`src/rtl/vc_dest_router.sv`:
```
// Routes words popped from VC0/VC1 into D0/D1 by destination bit, with a 2-entry in-order hold buffer.
// Optional push counters are built when DEST_COUNT_EN is defined.
module vc_dest_router #(
  parameter int unsigned DATA_WIDTH = 6,
  parameter int unsigned DEST_BIT   = 4
) (
  input  logic                  clk,
  input  logic                  reset_L,
  input  logic                  VC0_rd,
  input  logic                  VC1_rd,
  input  logic                  vc0_delay,
  input  logic [DATA_WIDTH-1:0] VC0_data,
  input  logic [DATA_WIDTH-1:0] VC1_data,
  input  logic                  D0_full,
  input  logic                  D1_full,
  output logic                  D0_push,
  output logic                  D1_push,
  output logic [DATA_WIDTH-1:0] D0_data_out,
  output logic [DATA_WIDTH-1:0] D1_data_out,
  output logic                  hold_busy,
  output logic                  overflow_err,
  output logic [7:0]            D0_count,
  output logic [7:0]            D1_count
);

  typedef enum logic [1:0] {EMPTY, ONE, TWO} hold_state_t;

  hold_state_t           state_q, state_d;
  logic                  pend_valid, pend_sel;
  logic [DATA_WIDTH-1:0] new_word, cand;
  logic [DATA_WIDTH-1:0] head_q, head_d, tail_q, tail_d;
  logic                  cand_valid, cand_dest, cand_full, do_push, ovf_set;

  always_ff @(posedge clk or negedge reset_L) begin
    if (!reset_L) begin
      pend_valid <= 1'b0;
      pend_sel   <= 1'b0;
    end else begin
      pend_valid <= VC0_rd | VC1_rd;
      pend_sel   <= VC1_rd & ~VC0_rd;
    end
  end

  assign new_word  = pend_sel ? VC1_data : VC0_data;
  assign hold_busy = (state_q != EMPTY);

  // The hold head always takes priority over the arriving word, keeping order.
  always_comb begin
    state_d    = state_q;
    head_d     = head_q;
    tail_d     = tail_q;
    ovf_set    = 1'b0;
    cand       = (state_q == EMPTY) ? new_word : head_q;
    cand_valid = (state_q != EMPTY) | pend_valid;
    cand_dest  = cand[DEST_BIT];
    cand_full  = cand_dest ? D1_full : D0_full;
    do_push    = cand_valid & ~cand_full;
    unique case (state_q)
      EMPTY: begin
        if (pend_valid && !do_push) begin
          state_d = ONE;
          head_d  = new_word;
        end
      end
      ONE: begin
        if (do_push) begin
          if (pend_valid) head_d  = new_word;
          else            state_d = EMPTY;
        end else if (pend_valid) begin
          state_d = TWO;
          tail_d  = new_word;
        end
      end
      TWO: begin
        if (do_push) begin
          head_d = tail_q;
          if (pend_valid) tail_d  = new_word;
          else            state_d = ONE;
        end else if (pend_valid) begin
          ovf_set = 1'b1;
        end
      end
      default: state_d = EMPTY;
    endcase
  end

  always_ff @(posedge clk or negedge reset_L) begin
    if (!reset_L) begin
      state_q <= EMPTY;
      head_q  <= '0;
      tail_q  <= '0;
    end else begin
      state_q <= state_d;
      head_q  <= head_d;
      tail_q  <= tail_d;
    end
  end

  always_ff @(posedge clk or negedge reset_L) begin
    if (!reset_L) begin
      D0_push      <= 1'b0;
      D1_push      <= 1'b0;
      D0_data_out  <= '0;
      D1_data_out  <= '0;
      overflow_err <= 1'b0;
    end else begin
      D0_push <= do_push & ~cand_dest;
      D1_push <= do_push & cand_dest;
      if (do_push && !cand_dest) D0_data_out <= cand;
      if (do_push && cand_dest)  D1_data_out <= cand;
      if (ovf_set) overflow_err <= 1'b1;
    end
  end

`ifdef DEST_COUNT_EN
  logic [7:0] d0_cnt_q, d1_cnt_q;

  // Counted on the same edge that raises the push strobe.
  always_ff @(posedge clk or negedge reset_L) begin
    if (!reset_L) begin
      d0_cnt_q <= '0;
      d1_cnt_q <= '0;
    end else begin
      if (do_push && !cand_dest) d0_cnt_q <= d0_cnt_q + 8'd1;
      if (do_push && cand_dest)  d1_cnt_q <= d1_cnt_q + 8'd1;
    end
  end

  assign D0_count = d0_cnt_q;
  assign D1_count = d1_cnt_q;
`else
  assign D0_count = '0;
  assign D1_count = '0;
`endif

  // vc0_delay is a cross-check of the arbiter's selection, never a selector.
  tie_check: assert property (@(posedge clk) disable iff (!reset_L)
    (VC0_rd ^ VC1_rd) |-> (vc0_delay == VC1_rd));

endmodule
```
`config.mk`:
```
export PLATFORM = sky130hd
export DESIGN_NAME = vc_dest_router
export DESIGN_NICKNAME = d
export VERILOG_FILES = /design/src/rtl/vc_dest_router.sv
export SDC_FILE = /design/constraint.sdc
export NUM_CORES = 1
export LEC_CHECK = 0
export ABC_CLOCK_PERIOD_IN_PS = 1600
export BUFFER_PORTS_ARGS = -buffer_cell sky130_fd_sc_hd__buf_2
export CAP_MARGIN = 30
export CORE_MARGIN = 1
export CORE_UTILIZATION = 30
export CTS_CLUSTER_DIAMETER = 50
export DETAILED_ROUTE_END_ITERATION = 6
export HOLD_SLACK_MARGIN = 0.08
export PLACE_DENSITY = 0.62
export SYNTH_ARGS = -nofsm -noshare
export SYNTH_HDL_FRONTEND = slang
export SYNTH_SLANG_ARGS = --single-unit
```
`constraint.sdc`:
```
create_clock -name clk -period 1.6 [get_ports clk]
set_input_delay 0 -clock clk [delete_from_list [all_inputs] [get_ports clk]]
set_output_delay 0 -clock clk [all_outputs]
set_load 0.005 [all_outputs]
```
==> impl_results.md <==
- # DRC: 0
- Placer Congestion: approximately 0.83
- Setup crit start kind: flop
- Outcome: finished with violations
- Initial Utilization: approximately a third
- Total core area: roughly 0.0056 mm2
- Post-Route WL: about 4300 um
- Root Buffer: clkbuf_8
- Max-Cap Viols: 0
- Clock power share: about a fifth
- Crit share post-route: 109%
- Reg clk slew, reported paths: about 0.07 ns
- Final hold vios: 0
- TritonCTS clock tree: done
- DIE AREA: between 0.006 and 0.007 mm2
- Placed Area: about 0.0021 mm2
- Syn-to-layout area delta: 36.5%
- Vias in the first global route: approximately 1400
- Die H: between 70 and 80 um
- Fmax: about 0.57 GHz
- Area taken by multi-input logic gates: ~0.0011 mm2
- Iter 0 DRT Violations: 69
- Final-report max-slew violation count: 0
- IO Port Bufs: 33
- WP buf/inv: 0
- H-tree Lvls: 2
- Max_slew headroom: 52.6%
- Seq/Total Area, Yosys: 43.2%
- Design Area, Final: 0.00245 mm2
- Placed cell count: between 200 and 300
- Failing checks: setup timing
- Pleak: ~1.1 nW
- Slowest cell on the critical path: dfrtp_1
- DP Worst Slack: -0.147 ns
- Critical path, cell by cell: mux2_4, mux2_4, a31o_4, mux2_4
- Maximum vdd ir drop: 0.000883 V
- Post-Synthesis Cells: 166
- Combinational share of power: 49.3%
- Clock sink count: 31
- Pwr Density: 1750 mW/mm2
- Leading cell types in the layout, fill and taps excluded: buf_2 (33), dfrtp_1 (30), buf_4 (20)
- Mapped Area: roughly 0.0018 mm2
- Num rows: 27
- Net Sw Frac: a little over a third
- I/O pin total: 51
- Critical path capture point type: flop
- Final Setup Violations: 16
- Crit-path most repeated cell: mux2_4
- Finished Layout Cells: 301
- Share of layout cells above drive strength 1: a little under half
- GRT overflow: 0
- Avg Inst Size Synth: 10.8 um2
- Clock buffers created by TritonCTS: 5
- Fin Hold WS: 0.107 ns
- Largest area contributor in the netlist: dfrtp_1
- PnR worst setup slack: -0.152 ns
- GRT Resource Usage Total: between 10% and 20%
- TritonRoute pass-1 iters: 4
- Clock skew: a little over 0.008 ns
- Ant diodes: 0
- CP arrival: around 1.9 ns
- Register bit total from synthesis: 31
- Commonest non-fill, non-tap cell in the layout: buf_2
- Post-DR vias/cell: around 4.9
- Count of cell types in the netlist: 40
- Worst-skew pair later-pin latency: about 0.28 ns
- Top cell type's share of synthesized area: a little over two fifths
- Seq. cell area: between 700 and 800 um2
- Chip width: ~79 um
- Unrepaired setup endpoints after global routing: true
- Max incr delay on CP: a little over 0.4 ns
- Measured slew at the worst slew-check pin: 0.711 ns
- CP max FO: 6
- Wire per inst: 14.3 um
- Sw power: approximately 0.0015 W
- Crit path kind: reg -> reg
- YS warnings: 0
- CP required: around 1.8 ns
- Total number of vias: 1489
- Sequential share of power: 32.0%
- First-pass GRT wire length: about 6700 um
- Dpl hpwl: a little under 3000 um
- Final net count: between 200 and 250
- Internal power: 0.00275 W
- Min-Delay Path Class: in -> reg
- Synth area leaders: dfrtp_1 (43%), buf_4 (7.1%), mux2_4 (6.7%)
- Fillcell total: around 520
- CTS Buffer Depth: 2
- Final min period: ~1.8 ns
- Post-route ant nets: 0
- Largest net degree at the start of global routing: 32
- Antenna violations before repair: 0
- Crit-path leading delay family: multiplexers
layer usage:
metal,global-route usage (%),up-vias,share of wire [%]
li1,-,701,-
met1,19.7,723,47
met2,21.6,57,46
met3,3.10,8,6.0
met4,3.45,0,1.0
met5,0,-,0
flip-flops by register name (all words and copies together) (netlist names):
register	flops
D0_data_out	6
D1_data_out	6
head_q	6
tail_q	6
state_q	2
D0_push	1
D1_push	1
overflow_err	1
pend_sel	1
pend_valid	1
worst reg2reg max path: cells and delay by family (launching register included):
family | cells | cell delay (ns)
DFF | 1 | 0.41
AOI/OAI and AO/OA | 1 | 0.28
muxes | 3 | 0.94
path summary, 6_finish.rpt:
check / endpoint / slack [ns] / depth (start not counted) / start
max: head_q[1] / -0.15 / 4 / pend_sel
min: tail_q[0] / 0.11 / 3 / VC1_data[0]
max reg2reg: head_q[1] / -0.15 / 4 / pend_sel
min reg2reg: overflow_err / 0.45 / 1 / overflow_err
max in group asynchronous: state_q[1] / 0.81 / 2 / reset_L
min in group asynchronous: state_q[0] / 0.30 / 2 / reset_L
what timing repair did:
item | in CTS | in global routing
endpoints found under the hold margin | 34 | 0
gates cloned | 1 | 0
setup endpoints to repair | 24 | 25
pin swaps | 5 | 3
hold buffers | 5 | 0
buffers inserted | 5 | 2
resized for setup | 17 | 11
through the flow:
step	util (%)	TNS, ns	power (W)
finish	43.4	-1.74	0.00429
global route	43.4	-2.82	0.00455
CTS	42.4	-1.46	0.00420
detailed placement	37.0	-2.12	0.00315
global placement	37.0	-1.83	0.00312
floorplan	-	-0.485	0.00253
cell families (layout without fill, tap and decap cells):
family	Yosys count	in the layout	synth area share (%)
mux	31	31	20.9
compound gates	39	40	15.5
other cells	1	16	0.209
simple gates	40	40	11.6
flops	31	31	43.2
buf+inv	24	71	8.65
final cells by class:
class | instances | area share [%]
Clock buffer | 6 | 3.37
Timing Repair Buffer | 61 | 16.3
Sequential cell | 31 | 31.7
Multi-Input combinational cell | 127 | 43.2
Tap cell | 72 | 3.68
Clock inverter | 2 | 1.43
Inverter | 2 | 0.307
power by group through the flow:
stage          logic [W]  clock network (W)  registers [W]
2_1_floorplan    0.00120                  0        0.00133
3_3_place_gp     0.00177                  0        0.00135
3_5_place_dp     0.00181                  0        0.00134
4_1_cts          0.00202           0.000825        0.00135
5_1_grt          0.00228           0.000859        0.00141
6_report         0.00211           0.000801        0.00137
cell usage after synthesis (all sizes together):
library cell and instances:
nand2 4, clkbuf 4, a211oi 5, buf 18, a31o 1, conb 1, dfrtp 31, and3 1
a22oi 1, o22ai 6, a21o 2, o2bb2ai 1, a21oi 13, o32ai 5, and3b 2, or2 2
and2 2, a22o 1, a31oi 1, nand3 3, nor3b 1, a32oi 1, inv 2, nor2b 1
nor2 15, o21bai 1, mux2 24, nand3b 2, nor3 5, mux2i 7, o21ai 1, or4b 1
nand2b 1
(Power assumes the default switching activity.)
